$ cat src/rtl/uart_link_pkg.sv
// Shared widths, line levels and FSM encodings for the UART link endpoint.
package uart_link_pkg;

   localparam int unsigned M_DATA_L = 8;
   localparam int unsigned UART_OVS = 16;

   localparam logic UART_STOP_LVL  = 1'b1;
   localparam logic UART_IDLE_LVL  = 1'b1;
   localparam logic UART_START_LVL = 1'b0;

   localparam logic [1:0] TxIdle  = 2'd0;
   localparam logic [1:0] TxStart = 2'd1;
   localparam logic [1:0] TxData  = 2'd2;
   localparam logic [1:0] TxStop  = 2'd3;

   localparam logic [2:0] RxIdle  = 3'd0;
   localparam logic [2:0] RxStart = 3'd1;
   localparam logic [2:0] RxData  = 3'd2;
   localparam logic [2:0] RxStop  = 3'd3;
   localparam logic [2:0] RxBreak = 3'd4;

   // Clocks per oversample tick.
   function automatic int unsigned ovs_div(input int unsigned clk_freq, input int unsigned baud);
      return clk_freq / (baud * UART_OVS);
   endfunction

endpackage

$ cat src/rtl/uart_fifo.sv
// Synchronous FIFO with registered full/empty flags and a read word latched on pop.
module uart_fifo #(
   parameter int unsigned ADDR_L = 4,
   parameter int unsigned DATA_L = 8
) (
   input  logic              clk_i,
   input  logic              rst_ni,
   input  logic              push_i,
   input  logic [DATA_L-1:0] din_i,
   input  logic              pop_i,
   output logic [DATA_L-1:0] dout_o,
   output logic              full_o,
   output logic              empty_o
);

   localparam int unsigned Depth = 2 ** ADDR_L;
   localparam logic [ADDR_L:0] CntFull = {1'b1, {ADDR_L{1'b0}}};

   logic [DATA_L-1:0] mem_q [Depth];
   logic [ADDR_L-1:0] wr_ptr_q, rd_ptr_q;
   logic [ADDR_L:0]   cnt_q, cnt_d;
   logic              full_q, empty_q;
   logic [DATA_L-1:0] dout_q;
   logic              do_push, do_pop;

   assign do_push = push_i & ~full_q;
   assign do_pop  = pop_i & ~empty_q;

   always_comb begin
      cnt_d = cnt_q;
      if (do_push && !do_pop) begin
         cnt_d = cnt_q + 1'b1;
      end else if (!do_push && do_pop) begin
         cnt_d = cnt_q - 1'b1;
      end
   end

   always_ff @(posedge clk_i) begin
      if (do_push) begin
         mem_q[wr_ptr_q] <= din_i;
      end
   end

   always_ff @(posedge clk_i or negedge rst_ni) begin
      if (!rst_ni) begin
         wr_ptr_q <= '0;
         rd_ptr_q <= '0;
         cnt_q    <= '0;
         full_q   <= 1'b0;
         empty_q  <= 1'b1;
         dout_q   <= '0;
      end else begin
         if (do_push) begin
            wr_ptr_q <= wr_ptr_q + 1'b1;
         end
         if (do_pop) begin
            rd_ptr_q <= rd_ptr_q + 1'b1;
            dout_q   <= mem_q[rd_ptr_q];
         end
         cnt_q   <= cnt_d;
         full_q  <= (cnt_d == CntFull);
         empty_q <= (cnt_d == '0);
      end
   end

   assign dout_o  = dout_q;
   assign full_o  = full_q;
   assign empty_o = empty_q;

endmodule

$ cat src/rtl/uart_link.sv
// 8N1 UART endpoint: 4-phase byte handshakes to the controller, TX/RX FIFOs,
// oversample tick generator and the serialiser/deserialiser FSMs.
module uart_link
   import uart_link_pkg::*;
#(
   parameter int unsigned CLK_FREQ    = 100000000,
   parameter int unsigned BAUD        = 115200,
   parameter int unsigned FIFO_ADDR_L = 4
) (
   input  logic                clk_i,
   input  logic                rst_ni,
   input  logic [M_DATA_L-1:0] tx_data_i,
   input  logic                tx_we_i,
   output logic                tx_wack_o,
   output logic                tx_wa_o,
   output logic [M_DATA_L-1:0] rx_data_o,
   input  logic                rx_re_i,
   output logic                rx_rack_o,
   output logic                rx_ra_o,
   output logic                uart_tx_o,
   input  logic                uart_rx_i,
   output logic                rx_ferr_o,
   output logic                rx_ovr_o
);

   localparam int unsigned OVS_DIV = ovs_div(CLK_FREQ, BAUD);
   localparam int unsigned TickW   = (OVS_DIV > 1) ? $clog2(OVS_DIV) : 1;
   localparam logic [TickW-1:0] TickMax = TickW'(OVS_DIV - 1);

   logic [TickW-1:0] tick_cnt_q;
   logic             tick;

   logic                tx_push, tx_pop, tx_full, tx_empty;
   logic [M_DATA_L-1:0] tx_dout;
   logic                rx_push, rx_pop, rx_full, rx_empty;

   logic tx_wack_q, tx_wack_d, rx_rack_q, rx_rack_d;

   logic [1:0]          tx_state_q, tx_state_d;
   logic [3:0]          tx_cnt_q, tx_cnt_d;
   logic [2:0]          tx_bit_q, tx_bit_d;
   logic [M_DATA_L-1:0] tx_shift_q, tx_shift_d;
   logic                tx_line_q, tx_line_d;

   logic                rx_s1_q, rx_s2_q, rx_prev_q;
   logic [2:0]          rx_state_q, rx_state_d;
   logic [3:0]          rx_cnt_q, rx_cnt_d;
   logic [2:0]          rx_bit_q, rx_bit_d;
   logic [M_DATA_L-1:0] rx_shift_q, rx_shift_d;
   logic                rx_ferr_q, rx_ferr_d, rx_ovr_q, rx_ovr_d;

   assign tick = (tick_cnt_q == TickMax);

   always_ff @(posedge clk_i or negedge rst_ni) begin
      if (!rst_ni) begin
         tick_cnt_q <= '0;
      end else begin
         tick_cnt_q <= tick ? '0 : tick_cnt_q + 1'b1;
      end
   end

   // One push per tx_we high period, one pop per rx_re high period.
   assign tx_push = tx_we_i & ~tx_wack_q & ~tx_full;
   assign rx_pop  = rx_re_i & ~rx_rack_q & ~rx_empty;

   always_comb begin
      tx_wack_d = tx_wack_q;
      if (tx_push) begin
         tx_wack_d = 1'b1;
      end else if (!tx_we_i) begin
         tx_wack_d = 1'b0;
      end
      rx_rack_d = rx_rack_q;
      if (rx_pop) begin
         rx_rack_d = 1'b1;
      end else if (!rx_re_i) begin
         rx_rack_d = 1'b0;
      end
   end

   // The popped byte appears on tx_dout during START and is loaded when START ends.
   always_comb begin
      tx_state_d = tx_state_q;
      tx_cnt_d   = tx_cnt_q;
      tx_bit_d   = tx_bit_q;
      tx_shift_d = tx_shift_q;
      tx_line_d  = tx_line_q;
      tx_pop     = 1'b0;
      if (tick) begin
         case (tx_state_q)
            TxIdle: begin
               if (!tx_empty) begin
                  tx_pop     = 1'b1;
                  tx_state_d = TxStart;
                  tx_cnt_d   = '0;
                  tx_line_d  = UART_START_LVL;
               end
            end
            TxStart: begin
               tx_cnt_d = tx_cnt_q + 4'd1;
               if (tx_cnt_q == 4'd15) begin
                  tx_state_d = TxData;
                  tx_shift_d = tx_dout;
                  tx_line_d  = tx_dout[0];
                  tx_bit_d   = '0;
               end
            end
            TxData: begin
               tx_cnt_d = tx_cnt_q + 4'd1;
               if (tx_cnt_q == 4'd15) begin
                  if (tx_bit_q == 3'd7) begin
                     tx_state_d = TxStop;
                     tx_line_d  = UART_STOP_LVL;
                  end else begin
                     tx_shift_d = {1'b0, tx_shift_q[M_DATA_L-1:1]};
                     tx_line_d  = tx_shift_q[1];
                     tx_bit_d   = tx_bit_q + 3'd1;
                  end
               end
            end
            TxStop: begin
               tx_cnt_d = tx_cnt_q + 4'd1;
               if (tx_cnt_q == 4'd15) begin
                  if (!tx_empty) begin
                     tx_pop     = 1'b1;
                     tx_state_d = TxStart;
                     tx_line_d  = UART_START_LVL;
                  end else begin
                     tx_state_d = TxIdle;
                     tx_line_d  = UART_IDLE_LVL;
                  end
               end
            end
            default: begin
               tx_state_d = TxIdle;
               tx_line_d  = UART_IDLE_LVL;
            end
         endcase
      end
   end

   always_comb begin
      rx_state_d = rx_state_q;
      rx_cnt_d   = rx_cnt_q;
      rx_bit_d   = rx_bit_q;
      rx_shift_d = rx_shift_q;
      rx_ferr_d  = rx_ferr_q;
      rx_ovr_d   = rx_ovr_q;
      rx_push    = 1'b0;
      case (rx_state_q)
         RxIdle: begin
            if (rx_prev_q && !rx_s2_q) begin
               rx_state_d = RxStart;
               rx_cnt_d   = '0;
            end
         end
         RxStart: begin
            if (tick) begin
               rx_cnt_d = rx_cnt_q + 4'd1;
               if (rx_cnt_q == 4'd7) begin
                  if (rx_s2_q) begin
                     rx_state_d = RxIdle;
                  end else begin
                     rx_state_d = RxData;
                     rx_cnt_d   = '0;
                     rx_bit_d   = '0;
                  end
               end
            end
         end
         RxData: begin
            if (tick) begin
               rx_cnt_d = rx_cnt_q + 4'd1;
               if (rx_cnt_q == 4'd15) begin
                  rx_shift_d = {rx_s2_q, rx_shift_q[M_DATA_L-1:1]};
                  rx_bit_d   = rx_bit_q + 3'd1;
                  if (rx_bit_q == 3'd7) begin
                     rx_state_d = RxStop;
                  end
               end
            end
         end
         RxStop: begin
            if (tick) begin
               rx_cnt_d = rx_cnt_q + 4'd1;
               if (rx_cnt_q == 4'd15) begin
                  if (rx_s2_q == UART_STOP_LVL) begin
                     rx_push    = 1'b1;
                     rx_ovr_d   = rx_ovr_q | rx_full;
                     rx_state_d = RxIdle;
                  end else begin
                     rx_ferr_d  = 1'b1;
                     rx_state_d = RxBreak;
                  end
               end
            end
         end
         RxBreak: begin
            if (rx_s2_q) begin
               rx_state_d = RxIdle;
            end
         end
         default: rx_state_d = RxIdle;
      endcase
   end

   always_ff @(posedge clk_i or negedge rst_ni) begin
      if (!rst_ni) begin
         tx_wack_q  <= 1'b0;
         rx_rack_q  <= 1'b0;
         tx_state_q <= TxIdle;
         tx_cnt_q   <= '0;
         tx_bit_q   <= '0;
         tx_shift_q <= '0;
         tx_line_q  <= UART_IDLE_LVL;
         rx_s1_q    <= UART_IDLE_LVL;
         rx_s2_q    <= UART_IDLE_LVL;
         rx_prev_q  <= UART_IDLE_LVL;
         rx_state_q <= RxIdle;
         rx_cnt_q   <= '0;
         rx_bit_q   <= '0;
         rx_shift_q <= '0;
         rx_ferr_q  <= 1'b0;
         rx_ovr_q   <= 1'b0;
      end else begin
         tx_wack_q  <= tx_wack_d;
         rx_rack_q  <= rx_rack_d;
         tx_state_q <= tx_state_d;
         tx_cnt_q   <= tx_cnt_d;
         tx_bit_q   <= tx_bit_d;
         tx_shift_q <= tx_shift_d;
         tx_line_q  <= tx_line_d;
         rx_s1_q    <= uart_rx_i;
         rx_s2_q    <= rx_s1_q;
         rx_prev_q  <= rx_s2_q;
         rx_state_q <= rx_state_d;
         rx_cnt_q   <= rx_cnt_d;
         rx_bit_q   <= rx_bit_d;
         rx_shift_q <= rx_shift_d;
         rx_ferr_q  <= rx_ferr_d;
         rx_ovr_q   <= rx_ovr_d;
      end
   end

   uart_fifo #(
      .ADDR_L(FIFO_ADDR_L),
      .DATA_L(M_DATA_L)
   ) u_tx_fifo (
      .clk_i  (clk_i),
      .rst_ni (rst_ni),
      .push_i (tx_push),
      .din_i  (tx_data_i),
      .pop_i  (tx_pop),
      .dout_o (tx_dout),
      .full_o (tx_full),
      .empty_o(tx_empty)
   );

   uart_fifo #(
      .ADDR_L(FIFO_ADDR_L),
      .DATA_L(M_DATA_L)
   ) u_rx_fifo (
      .clk_i  (clk_i),
      .rst_ni (rst_ni),
      .push_i (rx_push),
      .din_i  (rx_shift_q),
      .pop_i  (rx_pop),
      .dout_o (rx_data_o),
      .full_o (rx_full),
      .empty_o(rx_empty)
   );

   assign tx_wack_o = tx_wack_q;
   assign rx_rack_o = rx_rack_q;
   assign tx_wa_o   = ~tx_full;
   assign rx_ra_o   = ~rx_empty;
   assign uart_tx_o = tx_line_q;
   assign rx_ferr_o = rx_ferr_q;
   assign rx_ovr_o  = rx_ovr_q;

endmodule

$ cat config.mk
export PLATFORM = sky130hd
export DESIGN_NAME = uart_link
export DESIGN_NICKNAME = d
export VERILOG_FILES = /design/src/rtl/uart_link_pkg.sv /design/src/rtl/uart_fifo.sv /design/src/rtl/uart_link.sv
export SDC_FILE = /design/constraint.sdc
export NUM_CORES = 1
export LEC_CHECK = 0
export BUFFER_PORTS_ARGS = -buffer_cell sky130_fd_sc_hd__buf_2
export CAP_MARGIN = 0
export CORE_MARGIN = 8
export CORE_UTILIZATION = 67
export CTS_CLUSTER_SIZE = 14
export DETAILED_ROUTE_END_ITERATION = 7
export PLACE_DENSITY = 0.84
export SLEW_MARGIN = 0
export SYNTH_ARGS = -nofsm -noshare
export SYNTH_HDL_FRONTEND = slang
export SYNTH_SLANG_ARGS = --single-unit
$ cat constraint.sdc
create_clock -name clk_i -period 3.7 [get_ports clk_i]
set_input_delay 0.185 -clock clk_i [delete_from_list [all_inputs] [get_ports clk_i]]
set_output_delay 0.185 -clock clk_i [all_outputs]
set_load 0.005 [all_outputs]
* Word-level counts from Yosys, hierarchy flattened *
Memories as Yosys holds them, arrays and structs flattened. A register that Yosys moved wholly into a read port is not among the register bits.
Index checks and enable logic that the tools add are counted.

storage, ports and cells
  bits in registers = 79
  memory bits (writable) = 256
  input bits = 13
  output and inout bits = 15
  memories kept = 2

memories
  memory           words  width  rd ports  clocked after memory_dff  wr ports  RTL line         RTL
  u_rx_fifo.mem_q  16     8      1         1                         1         uart_fifo.sv:19  logic [DATA_L-1:0] mem_q [Depth];
  u_tx_fifo.mem_q  16     8      1         1                         1         uart_fifo.sv:19

operators by class
  add/sub/neg operators = 13
  equal/unequal tests = 34
  mux-type cells = 69
  bitwise operators = 16
  reduce and logical (&&, ||, !) cells = 31

operators with widths
  cell                                               count
  two-way mux 3 bit                                  18
  inequality test 2 bit (second input constant)      16
  adder 4 x 1 -> 4 bit (second input constant)       6
  two-way mux 4 bit                                  6
  two-way mux 8 bit                                  3
  two-way mux 1 bit                                  22
  two-way mux 5 bit                                  4
  case mux 8 bit (2 select lines)                    1
  case mux 3 bit (5 select lines)                    1
  two-way mux 2 bit                                  6
  case mux 3 bit (2 select lines)                    2
  case mux 4 bit (3 select lines)                    1
  AND reduction 4 bit                                3
  AND reduction 6 bit                                2
  adder 5 x 1 -> 5 bit (second input constant)       2
  equality test 5 bit (second input constant)        2
  zero test 5 bit                                    2
  AND reduction 5 bit                                2
  subtractor 5 x 1 -> 5 bit (second input constant)  2
  equality test 3 bit (second input constant)        3
  AND reduction 9 bit                                1
  AND 1 bit                                          8
  equality test 4 bit (second input constant)        2
  case mux 2 bit (4 select lines)                    1
  other kinds (25)                                   47

* Logic depth before layout (Yosys ltp) *
  depth after elaboration = 10
  gate-level depth with buffers = 8

* Modules after synthesis *
From an unflattened synthesis, not the netlist that was laid out.

unflattened totals
  cell total of the unflattened synthesis = 1026
  area total of the unflattened synthesis = 14739.1 sq um

by module, submodules not included
  module     instances  cells each  area each (sq um)  sequential area each (sq um)
  uart_fifo  2          398         6148.4             4420.5
  uart_link  1          230         2442.3             1206.2

* Worst setup path after synthesis *
No wires, ideal clock.

  path type = reg-to-reg
  from = register rx_s2_q
  to = memory u_rx_fifo.mem_q[5][0], enable pin
  setup time = 383 ps
  arrival = 2054 ps
  data required time = 3317 ps
  slack = 1263 ps
  stages on the path, launching flop included = 7
  path buffers = 2
  path through = dfstp_2 > buf_4 > nand4bb_2 > nor4_4 > buf_6 > nand2_1 > nor3_1

on the way
  word-level cells in the longest chain between the ends = 7

ends and longest elaborated chain
  item                                     RTL line          RTL
  start, declared                          uart_link.sv:45   logic rx_s1_q, rx_s2_q, rx_prev_q;
  start signal, assigned                   uart_link.sv:234  rx_s2_q <= rx_s1_q;
  two-way mux 1 bit                        uart_link.sv:187  if (rx_s2_q == UART_STOP_LVL) begin
  two-way mux 1 bit                        uart_link.sv:186  if (rx_cnt_q == 4'd15) begin
  two-way mux 1 bit                        uart_link.sv:184  if (tick) begin
  two-way mux 1 bit                        uart_link.sv:150  case (rx_state_q)
  AND 1 bit                                uart_fifo.sv:26   assign do_push = push_i & ~full_q;
  two-way mux 1 bit                        uart_fifo.sv:39   if (do_push) begin
  two-way mux 1 bit (implied by the code)  uart_fifo.sv:40   mem_q[wr_ptr_q] <= din_i;
  end, declared                            uart_fifo.sv:19

Every way passes these cells.

* Final worst setup path *
  from = register rx_state_q[0]
  to = memory u_rx_fifo.mem_q[13][6], enable pin

on the way
  word-level cells in the longest chain between the ends = 5

ends and longest elaborated chain
  item                                     RTL line          RTL
  start, declared                          uart_link.sv:46   logic [2:0] rx_state_q, rx_state_d;
  start signal, assigned                   uart_link.sv:219  rx_state_q <= RxIdle;
  start signal, assigned                   uart_link.sv:236  rx_state_q <= rx_state_d;
  equality test 3 x 2 -> 1 bit             uart_link.sv:150
  two-way mux 1 bit                        uart_link.sv:150
  AND 1 bit                                uart_fifo.sv:26
  two-way mux 1 bit                        uart_fifo.sv:39
  two-way mux 1 bit (implied by the code)  uart_fifo.sv:40

Every way passes these cells.

==> results.sh <==
export IMPL_hold_class="in2reg"
export IMPL_rows=54
export IMPL_synth_cell_types=70
export IMPL_yosysSeqAreaShare_pct=69.4
export IMPL_grt_pass1_vias=8220
export IMPL_finalMaxSlewViolations=0
export IMPL_first_pass_iters=5
export IMPL_finalWirelength_um=28900
export IMPL_ys_async_sr_fraction_pct=26.9
export IMPL_die_w_um=163
export IMPL_post_place_cells=1135
export IMPL_start_kind="flop"
export IMPL_final_nets=937
export IMPL_required_ns=3.84
export IMPL_reg2reg_from="rx_state_q[0]$_DFFE_PN0P_"
export IMPL_fillers=1189
export IMPL_post_place_ws_ns=1.12
export IMPL_layout_min_cycle_time_ns=2.66
export IMPL_clk_path_buf_depth=3
export IMPL_syn_cell_area_mm2=0.0145
export IMPL_clkPwrFrac_pct=38.3
export IMPL_synthCells=855
export IMPL_synthTopCellsByArea="edfxtp_1 (53%), dfrtp_1 (15%), mux4_2 (9.9%)"
export IMPL_fin_cells=1204
export IMPL_power_combinational_fraction_pct=11.8
export IMPL_drive_gt1_share_pct=21.3
export IMPL_htreeDepth=2
export IMPL_ant_nets=0
export IMPL_synthFlopType="edfxtp_1"
export IMPL_rsz0062_at_grt="false"
export IMPL_die_area_mm2=0.0266
export IMPL_syn_nets=895
export IMPL_cts_sinks=350
export IMPL_grtUsageTotal_pct=22.6
export IMPL_areaGrowthSynthToFinish_pct=11.1
export IMPL_min_from="tx_data_i[6]"
export IMPL_p_per_area_mw_per_mm2=587
export IMPL_end_kind="flop"
export IMPL_layout_commonest_cell="edfxtp_1"
export IMPL_synth_seq_cells=350
export IMPL_dieHeight_um=163
export IMPL_p_int_uw=7100
export IMPL_synth_edf_count=256
export IMPL_clk_latency_ns=0.52
export IMPL_reg2reg_to="u_rx_fifo.mem_q[13][6]$_DFFE_PP_"
export IMPL_r2r_slack_ns=1.04
export IMPL_multiInputGateArea_mm2=0.00418
export IMPL_yosys_area_top_type="edfxtp_1"
export IMPL_grt_first_pass_wirelength_um=46000
export IMPL_wl_per_cell_um=24.0
export IMPL_place_gp_congestion=0.872
export IMPL_routed_via_density=6.43
export IMPL_min_delay_path_depth=1
export IMPL_yosysWarnings=0
export IMPL_cts_tree="yes"
export IMPL_fin_area_mm2=0.0161
export IMPL_p_sw_share_pct=24.8
export IMPL_max_slew_margin_pct=35.4
export IMPL_p_leak_uw=0.00534
export IMPL_critical_path_class="reg2reg"
export IMPL_drtIter0Drc=806
export IMPL_antenna_cells=0
export IMPL_grt_start_max_net_pins=67
export IMPL_peakVddDrop_v=0.000461
export IMPL_hold_ws_ns=0.0567
export IMPL_layout_common_cells="edfxtp_1 (256), dfrtp_1 (86), mux4_2 (64)"
export IMPL_fin_crit_sh_pct=71.8
export IMPL_switchingPower_uw=2350
export IMPL_seqPwrFrac_pct=49.9
export IMPL_port_buffers=27
export IMPL_start_util_pct=67.2
export IMPL_worstPathArrival_ns=2.80
export IMPL_cts_buffers=36
export IMPL_cts_root_buf="clkbuf_16"
export IMPL_grt_overflow=0
export IMPL_grt_antenna_before_repair=0
export IMPL_finClkSkew_ns=0.0197
export IMPL_ff2ff_path_depth=5
export IMPL_postPlaceCellArea_mm2=0.0149
export IMPL_fmax_ghz=0.376
export IMPL_status="completed"
export IMPL_setup_slack_ns=1.04
export IMPL_setup_violations=0
export IMPL_drc=0
export IMPL_fp_coreArea_mm2=0.0216
export IMPL_synth_top_area_share_pct=53.1
export IMPL_vias=7740
export IMPL_hold_violations=0
export IMPL_dp_hpwl_um=18600
export IMPL_min_to="u_tx_fifo.mem_q[5][6]$_DFFE_PP_"
export IMPL_fin_setup_tns_ns=0
export IMPL_clk_pin_slew_ns=0.06
export IMPL_max_cap_violations=0
export IMPL_pin_count=28
export IMPL_worst_pin_slew_ns=0.970
export IMPL_seqCellArea_mm2=0.0100
export IMPL_syn_area_per_cell_um2=16.9
export IMPL_cts_resized=0
export IMPL_crit_path_max_fanout=17
[sequential cells by signal, summed over array words and instances, names as in the netlist, 5 cells and up]
name and count:
u_rx_fifo.mem_q 128, u_tx_fifo.mem_q 128, rx_shift_q 8, u_rx_fifo.dout_o 8, u_tx_fifo.dout_o 8, tx_shift_q 7
tick_cnt_q 6, u_rx_fifo.cnt_q 5, u_tx_fifo.cnt_q 5
[cell type report]
| cell class | instances | share of cell area, % |
|---|---|---|
| sequential | 350 | 62.4 |
| multi-input combinational | 446 | 26.0 |
| clock buffer | 51 | 6.40 |
| tap | 280 | 2.18 |
| timing repair buffer | 41 | 1.57 |
| clock inverter | 14 | 0.971 |
| inverter | 22 | 0.513 |
[worst max-delay path: stages (launching register included)]
cell and delay, ns:
dfrtp_1 0.71, nand4_1 0.24, nor4_4 0.19, buf_4 0.27
nand3_1 0.20, nor2_1 0.67
[worst max path at each step]
stage                              startpoint                               end  slack, ns
floorplan                   rx_s2_q$_DFF_PN1_   u_rx_fifo.mem_q[5][0]$_DFFE_PP_       1.26
global placement      tick_cnt_q[1]$_DFF_PN0_  u_rx_fifo.mem_q[12][4]$_DFFE_PP_       1.24
detailed placement  rx_state_q[0]$_DFFE_PN0P_  u_rx_fifo.mem_q[13][6]$_DFFE_PP_       1.12
CTS                 rx_state_q[0]$_DFFE_PN0P_  u_rx_fifo.mem_q[15][0]$_DFFE_PP_       1.10
global route        rx_state_q[0]$_DFFE_PN0P_  u_rx_fifo.mem_q[15][0]$_DFFE_PP_       0.89
finish              rx_state_q[0]$_DFFE_PN0P_  u_rx_fifo.mem_q[13][6]$_DFFE_PP_       1.04
[power by group through the flow]
stage,combinational [uW],clock [uW],sequential [uW]
4_1_cts,1120,3660,4720
3_5_place_dp,1100,0,4800
2_1_floorplan,870,0,4650
3_3_place_gp,1030,0,4770
6_report,1110,3620,4720
5_1_grt,1210,3810,4760
[timing repair]
action,4_1_cts,5_1_grt
hold buffers,4,0
endpoints found under the setup margin,0,0
buffers inserted,0,0
hold endpoints to repair,67,0
[cells in the mapped netlist, types with 4 or more instances]
| cell type | number |
|---|---|
| a21oi_1 | 16 |
| a221oi_1 | 16 |
| a22o_1 | 22 |
| and2_1 | 27 |
| buf_1 | 9 |
| buf_2 | 10 |
| clkbuf_1 | 13 |
| dfrtp_1 | 88 |
| dfstp_2 | 6 |
| edfxtp_1 | 256 |
| ha_1 | 27 |
| inv_1 | 22 |
| mux2_2 | 15 |
| mux2i_1 | 10 |
| mux4_2 | 64 |
| nand2_1 | 47 |
| nand3_1 | 16 |
| nand4_1 | 9 |
| nor2_1 | 35 |
| nor2b_1 | 5 |
| nor3_1 | 11 |
| o21ai_0 | 34 |
| o31ai_1 | 4 |
| xnor2_1 | 17 |
| xor2_1 | 5 |
[metal layers]
metal	vias to the layer above	part of all wire, %	GRT usage [%]
li1	3430	-	-
met1	3964	38	27.5
met2	282	53	40.0
met3	64	5.3	3.88
met4	0	3.1	8.63
met5	-	0	0
[through the flow]
step / total power, uW / util [%]
after floorplan: 5520 / -
after global placement: 5800 / 69.0
after detailed placement: 5900 / 69.0
after CTS: 9500 / 74.7
after global routing: 9780 / 74.7
final: 9450 / 74.7
[logic make-up (layout without fill, tap and decap cells)]
| group | Yosys count | after routing | share of synthesized area [%] |
|---|---|---|---|
| fa+ha+maj | 28 | 28 | 2.40 |
| xor+xnor | 23 | 23 | 1.44 |
| buf+inv | 59 | 128 | 1.80 |
| flops | 350 | 350 | 69.4 |
| simple gates | 190 | 190 | 7.52 |
| compound gates | 116 | 116 | 5.67 |
| mux | 89 | 89 | 11.8 |
(Power assumes the default switching activity.)
